$ cat src/rtl/uart_tx_arbiter.sv
// Purpose: round-robin share of one uart_tx_8n1 between NUM_REQ byte producers.
// Latency: req_ready pulses in the IDLE grant cycle; send_enable rises on the next cycle.
// Backpressure: requesters hold valid/data until ready; no grant outside IDLE (LAUNCH/DRAIN/GAP).
module uart_tx_arbiter #(
    parameter int NUM_REQ        = 4,
    parameter int GAP_CYCLES     = 16,
    parameter int LAUNCH_TIMEOUT = 4095
) (
    input  logic                   clk,
    input  logic                   rst_n,
    input  logic [NUM_REQ-1:0]     req_valid,
    input  logic [8*NUM_REQ-1:0]   req_data,
    output logic [NUM_REQ-1:0]     req_ready,
    input  logic                   uart_busy,
    output logic                   send_enable,
    output logic [7:0]             send_data,
    output logic [2:0]             grant_id,
    output logic                   tx_active,
    output logic                   timeout_err
);

    typedef enum logic [1:0] {
        S_IDLE   = 2'd0,
        S_LAUNCH = 2'd1,
        S_DRAIN  = 2'd2,
        S_GAP    = 2'd3
    } state_t;

    // Gap counter holds GAP_CYCLES-1 down to 0, so it only needs clog2(GAP_CYCLES) bits.
    localparam int             GW         = (GAP_CYCLES > 2) ? $clog2(GAP_CYCLES) : 1;
    localparam logic [GW-1:0]  GAP_LOAD   = GW'((GAP_CYCLES > 0) ? GAP_CYCLES - 1 : 0);
    localparam bit             HAS_GAP    = (GAP_CYCLES > 0);
    localparam logic [11:0]    TIMER_LAST = 12'((LAUNCH_TIMEOUT > 0) ? LAUNCH_TIMEOUT - 1 : 0);
    localparam logic [2:0]     LAST_IDX   = 3'(NUM_REQ - 1);
    localparam logic [3:0]     NREQ       = 4'(NUM_REQ);

    state_t          state_q;
    state_t          state_d;
    logic            busy_meta;
    logic            busy_s;
    logic [2:0]      rr_q;
    logic [11:0]     timer_q;
    logic [GW-1:0]   gap_q;

    // Requester vectors widened to the 8-requester maximum so a 3-bit index is always legal.
    logic [7:0]      valid_pad;
    logic [63:0]     data_pad;
    logic            found;
    logic [2:0]      win_idx;
    logic [3:0]      cand;
    logic            grant;
    logic            timer_done;

    assign valid_pad  = 8'(req_valid);
    assign data_pad   = 64'(req_data);
    assign grant      = rst_n && (state_q == S_IDLE) && found;
    assign timer_done = (timer_q == TIMER_LAST);

    // Bring the baud-domain busy flag into clk before any decision looks at it.
    always_ff @(posedge clk) begin
        if (!rst_n) begin
            busy_meta <= 1'b0;
            busy_s    <= 1'b0;
        end else begin
            busy_meta <= uart_busy;
            busy_s    <= busy_meta;
        end
    end

    // Round-robin search: first valid requester at or after rr_q, wrapping modulo NUM_REQ.
    always_comb begin
        found   = 1'b0;
        win_idx = 3'd0;
        cand    = 4'd0;
        for (int i = 0; i < NUM_REQ; i++) begin
            cand = {1'b0, rr_q} + 4'(i);
            if (cand >= NREQ) begin
                cand = cand - NREQ;
            end
            if (!found && valid_pad[cand[2:0]]) begin
                found   = 1'b1;
                win_idx = cand[2:0];
            end
        end
    end

    // State register.
    always_ff @(posedge clk) begin
        if (!rst_n) begin
            state_q <= S_IDLE;
        end else begin
            state_q <= state_d;
        end
    end

    // Next-state logic; a busy seen in LAUNCH wins over a timeout in the same cycle.
    always_comb begin
        state_d = state_q;
        case (state_q)
            S_IDLE: begin
                if (found) begin
                    state_d = S_LAUNCH;
                end
            end
            S_LAUNCH: begin
                if (busy_s) begin
                    state_d = S_DRAIN;
                end else if (timer_done) begin
                    state_d = HAS_GAP ? S_GAP : S_IDLE;
                end
            end
            S_DRAIN: begin
                if (!busy_s) begin
                    state_d = HAS_GAP ? S_GAP : S_IDLE;
                end
            end
            S_GAP: begin
                if (gap_q == '0) begin
                    state_d = S_IDLE;
                end
            end
            default: state_d = S_IDLE;
        endcase
    end

    // Outputs decoded from state; req_ready is the one-hot grant of the IDLE cycle.
    always_comb begin
        req_ready   = '0;
        send_enable = 1'b0;
        timeout_err = 1'b0;
        tx_active   = (state_q != S_IDLE);
        for (int i = 0; i < NUM_REQ; i++) begin
            req_ready[i] = grant && (win_idx == 3'(i));
        end
        if (state_q == S_LAUNCH) begin
            send_enable = 1'b1;
            timeout_err = !busy_s && timer_done;
        end
    end

    // Grant bookkeeping plus launch timer and gap counter; the byte is only latched on a grant.
    always_ff @(posedge clk) begin
        if (!rst_n) begin
            send_data <= 8'd0;
            grant_id  <= 3'd0;
            rr_q      <= 3'd0;
            timer_q   <= 12'd0;
            gap_q     <= '0;
        end else begin
            if (grant) begin
                send_data <= data_pad[{win_idx, 3'b000} +: 8];
                grant_id  <= win_idx;
                rr_q      <= (win_idx == LAST_IDX) ? 3'd0 : win_idx + 3'd1;
            end
            // Timer restarts from zero every time LAUNCH is entered.
            if (state_q == S_LAUNCH) begin
                timer_q <= timer_q + 12'd1;
            end else begin
                timer_q <= 12'd0;
            end
            // Counter sits preloaded outside GAP and counts down inside it.
            if (state_q == S_GAP) begin
                gap_q <= gap_q - GW'(1);
            end else begin
                gap_q <= GAP_LOAD;
            end
        end
    end

endmodule

$ cat config.mk
export PLATFORM = sky130hd
export DESIGN_NAME = uart_tx_arbiter
export DESIGN_NICKNAME = d
export VERILOG_FILES = /design/src/rtl/uart_tx_arbiter.sv
export SDC_FILE = /design/constraint.sdc
export NUM_CORES = 1
export LEC_CHECK = 0
export BUFFER_PORTS_ARGS = -buffer_cell sky130_fd_sc_hd__buf_4
export CAP_MARGIN = 25
export CORE_MARGIN = 1
export CORE_UTILIZATION = 52
export CTS_CLUSTER_DIAMETER = 150
export DETAILED_ROUTE_END_ITERATION = 7
export PLACE_DENSITY = 0.83
export SLEW_MARGIN = 20
export SYNTH_ARGS = -nofsm -noshare
export SYNTH_HDL_FRONTEND = slang
export SYNTH_SLANG_ARGS = --single-unit
$ cat constraint.sdc
create_clock -name clk -period 7 [get_ports clk]
set_input_delay 1.05 -clock clk [delete_from_list [all_inputs] [get_ports clk]]
set_output_delay 1.05 -clock clk [all_outputs]
set_load 0.005 [all_outputs]
Yosys cells after proc, flatten, opt, wreduce, memory -nomap -nowiden
Cells that the tools add are included.

Eq/ne operators: 11. Div/mod/pow operators: 0. Muxes and demuxes: 30. Reductions and logical operators: 20. Magnitude comparators: 8. Shift-type cells: 1. Multipliers: 0. Bitwise logic cells: 0. Add/subtract/negate cells: 10.

Operators by type and width (number): indexed part select 64 x 7 -> 8 bit (1); 2-to-1 mux 3 bit (9); less-than comparator 3 x 4 -> 1 bit (second input constant) (4); adder 12 x 1 -> 12 bit (second input constant) (1); binary-select mux 1 bit (select 3 bit) (4); equality test 12 bit (second input constant) (1); greater-or-equal comparator 4 x 3 -> 1 bit (second input constant) (3); subtractor 3 bit (second input constant) (4); logical AND 1 bit (10); 2-to-1 mux 1 bit (10); 2-to-1 mux 2 bit (5); adder 3 x 2 -> 4 bit (second input constant) (2); case mux 2 bit (4 select lines) (1); equality test 3 x 2 -> 1 bit (second input constant) (2); inequality test 2 bit (second input constant) (3); adder 3 x 1 -> 4 bit (second input constant) (1); equality test 2 bit (second input constant) (2); zero test 1 bit (4); zero test 4 bit (1); 2-to-1 mux 4 bit (1); AND reduction 4 bit (1); subtractor 4 x 1 -> 4 bit (second input constant) (1); adder 3 x 1 -> 3 bit (second input constant) (1); equality test 3 x 1 -> 1 bit (second input constant) (1); other kinds (7) (7).

Bits in latches: 0. ROM bits: 0. Bits of input ports: 39. Word-level logic and storage cells: 88. Memories kept: 0. RAM bits: 0. Register bits after elaboration: 34.

Depth between registers and ports, before layout
Depth after elaboration: 16. Gate-level depth with buffers: 14. Depth with buffers taken out: 10.

Worst setup path before layout
Ideal clock, no wire load.

Path kind: input-to-output. From: in req_valid[0]. To: out req_ready[3]. Path buffers: 2. Arrival: 2.532 ns. Stages on the path: 9. Path slack: 3.418 ns. Path through: mux4_2 -> o21ai_2 -> nor2_1 -> a21boi_2 -> buf_6 -> buf_12 -> inv_2 -> ha_1 -> and3_1.

Longest elaborated chain between the ends: 14. Elaborated cells between the ends (all ways): 25.

Ends and longest elaborated chain: start, declared (line 11) `input logic [NUM_REQ-1:0] req_valid,`; binary-select mux 1 bit (select 3 bit) (line 80) `if (!found && valid_pad[cand[2:0]]) begin`; 2-to-1 mux 1 bit (implied by the code) (line 80); 2-to-1 mux 1 bit (line 80); zero test 1 bit (line 80); logical AND 1 bit (line 80); 2-to-1 mux 1 bit (line 80); zero test 1 bit (line 80); logical AND 1 bit (line 80); 2-to-1 mux 1 bit (line 80); zero test 1 bit (line 80); logical AND 1 bit (line 80); 2-to-1 mux 3 bit / 2-to-1 mux 1 bit (equally long branches) (line 80); equality test 3 x 2 -> 1 bit / logical AND 1 bit (equally long branches) (line 133, 56); logical AND 1 bit (*) (line 133) `req_ready[i] = grant && (win_idx == 3'(i));`; end, declared (line 13) `output logic [NUM_REQ-1:0] req_ready,`.

Mark *: on every way between the ends. The rest lies on a longest branch, timed or not. The select of a mux whose other input is x is not followed.

Worst setup path in the final report
From: reg rr_q[0]. To: out req_ready[0].

Longest elaborated chain between the ends: 16. Elaborated cells between the ends (all ways): 40.

Ends and longest elaborated chain: start, declared (line 41) `logic [2:0] rr_q;`; start signal, assigned (line 153) `rr_q <= (win_idx == LAST_IDX) ? 3'd0 : win_idx + 3'd1;`; parallel branches: the longest is 15 deep, another holds adder 3 x 1 -> 4 bit; logical AND 1 bit (*) (line 133).

Every way passes the cells marked *. The select of a mux whose other input is x is not followed.

==> run metrics <==
outcome=complete, but fails checks; failing checks=DRC; clock slew at reported path FFs=0.07 ns; Post-Syn Area per Cell=9.35 µm²; largest area contributor in the synthesized netlist=dfxtp_1; Core ar.=3660 µm²; Synth top cells by count=34 x dfxtp_1, 21 x nor2_1, 19 x mux2i_1; worst-margin pin slew=0.533 ns; Chip Width=63.7 µm; initial DRC count=76; sequential power share=31.6%; Setup Viol. Count Final=0; most frequent cell after synthesis=dfxtp_1; launching element type of the critical path=register; Yosys Warn Count=0; Root Driver=clkbuf_8; drt first pass iters=6; Tcrit/Tclk final=62.0%; insertion delay to the later sink of the worst-skew pair=0.29 ns; nets@finish=317; Rows=22; Cell Chain, Critical Path=inv_1 > ha_1 > mux4_2 > o21ai_1 > a21oi_2 > xnor2_1 > nand3_2 > nor2_1 > buf_4; Async S/R FF share, synth=0%; Detail Route Antenna Nets=0; Rel. slew slack=64.4%; R2R setup slack=3.97 ns; Static Leak=1.15 nW; crit path capture type=output pin; vias=1708; Area Growth Syn to Fin=25.9%; Max Fanout on Critical Path=15; top_reg_cell synth=dfxtp_1; CP required=5.95 ns; H-Tree Depth=2; Starting Density=54.1%; largest net degree at the start of global routing=24; clock power share=18.6%; Port Buffers=56; RSZ-0062 raised after global routing=no; number of flops mapped to enable cells by yosys=0; type of the most critical hold path=reg2reg; diode count=0; share of layout cells above drive strength 1=28.7%; post_cts resized=0; drt wl/cell=12.7 µm; Total GRT Usage=21.2%; switch share=37.6%; maximum VDD drop=199 µV; sequential-to-total area share from yosys stat=34.3%; boundary pin count=57; Net Count, Synth=262; Switch Pwr=0.000307 W; setup TNS=0 ns; Synth cell types=48; first-pass GRT wire length=6760 µm; Max Clock Freq=231 MHz; CP peak stage delay=0.66 ns; Crit Path Class=reg2out; Vias per Instance=5.41; number of max-cap violations=0; Worst EP arrival=3.29 ns; Routed WL=4010 µm; post-synthesis register bit count=34; DP Wirelength=3000 µm; clk buf depth=2; cell-internal power=0.000509 W; Post-CTS Hold Buffers=0; setup bufs post-CTS=0; top cells by area, synth=dfxtp_1 34%, mux2i_1 9.6%, ha_1 6.9%; min Tclk post-route=4.34 ns; Die Y=63.7 µm; Mapped Area=1980 µm²; Comb power frac=49.7%; CTS tree=built; power per cell area=327 nW/µm²; Worst Skew=0.00803 ns; CTS buffer count=5; DRC=1; non-filler instance count after layout=316; final hold violation count=0; antenna violations before repair=0; Placer Congestion=0.802; GR Overflow Total=0; Syn Inst Count=212; vias in the first global route=1562; placed cells=308; Slowest-stage cell, CP=dfxtp_1; share of the synthesized area in the top cell type=34.3%; Slew Limit Fails=0; Die ar.=4060 µm²; clk sinks=34
registers in the layout (all words and copies together) (netlist names):
| name | flops |
|---|---|
| gap_q | 4 |
| timer_q | 12 |
| grant_id | 3 |
| busy_s | 1 |
| send_data | 8 |
| busy_meta | 1 |
| rr_q | 3 |
| state_q | 2 |
power by group through the flow:
stage               Combinational (W)  Clock (W)  Sequential [W]
floorplan                    0.000328          0        0.000254
finish                       0.000405   0.000152        0.000258
global placement             0.000401          0        0.000261
detailed placement           0.000407          0        0.000262
global route                 0.000448   0.000167        0.000264
CTS                          0.000409   0.000156        0.000258
area by class of cell:
type / instances / area (µm²)
inverters: 10 / 37.5
repair buffers: 57 / 428
well taps: 48 / 60.1
clock buffers: 6 / 82.6
clock inverters: 2 / 12.5
flip-flops and latches: 34 / 681
fillers: 312 / 1170
multi-input cells: 159 / 1190
per-layer routing:
| metal | global-route usage [%] | share of wire (%) | vias up |
|---|---|---|---|
| met5 | 0 | 0 | - |
| met4 | 4.26 | 0.35 | 0 |
| met3 | 8.93 | 7.3 | 4 |
| met2 | 34.7 | 47 | 49 |
| met1 | 25.7 | 46 | 790 |
| li1 | - | - | 865 |
path summary, 6_finish.rpt:
path / start / endpoint / cells past startpoint
min: busy_meta / busy_s / 1
max reg2reg: rr_q[0] / send_data[2] / 8
max: rr_q[0] / req_ready[0] / 9
min reg2reg: busy_meta / busy_s / 1
layout by cell type, fill, tap and decap left out, drive strengths merged:
cell type / n
o21ai: 7
nand2b: 4
o32ai: 1
o211a: 2
xor2: 6
nor2: 21
nor3: 2
clkinvlp: 1
or3: 2
nand3b: 11
and3: 5
mux2i: 19
nor2b: 3
a21boi: 1
and2: 4
xnor2: 5
o22ai: 1
clkinv: 1
dfxtp: 34
a211o: 1
nor4: 1
mux2: 1
buf: 57
o221ai: 8
or2: 1
inv: 10
clkbuf: 6
a32o: 1
and4b: 1
nand3: 6
a211oi: 1
nand2: 15
mux4: 2
a21oi: 10
a311oi: 1
ha: 11
nor3b: 1
nand4: 3
a22o: 1
stage by stage:
| stage | hold slack (ns) | util (%) | worst slack (ns) | total power (W) | area [µm²] |
|---|---|---|---|---|---|
| floorplan | 0.412 | - | 3.42 | 0.000581 | 1980 |
| global placement | 0.415 | 65.6 | 3.09 | 0.000662 | 2400 |
| detailed placement | 0.425 | 65.6 | 2.97 | 0.000669 | 2400 |
| CTS | 0.442 | 68.1 | 2.65 | 0.000823 | 2490 |
| global route | 0.477 | 68.1 | 2.42 | 0.000880 | 2490 |
| finish | 0.438 | 68.1 | 2.66 | 0.000815 | 2490 |
kinds of logic (layout without fill, tap and decap cells):
logic type / count (synthesis) / in the layout / synth area share [%]
xor+xnor: 11 / 11 / 4.86
simple gates: 80 / 80 / 22.0
mux: 22 / 22 / 12.4
fa+ha+maj: 11 / 11 / 6.94
flops: 34 / 34 / 34.3
compound gates: 35 / 35 / 14.0
buf+inv: 19 / 75 / 5.43
worst max-delay path, delay by kind of cell, from the launching register on:
kind,cells,cell delay [ns]
and+or+nand+nor,2,0.45
AOI/OAI and AO/OA,2,0.28
adders and majority gates,1,0.50
muxes,1,0.56
DFF,1,0.66
buffers and inverters,2,0.29
xor gates and xnor gates,1,0.28
Note: power is estimated with default switching activity, not from simulation.
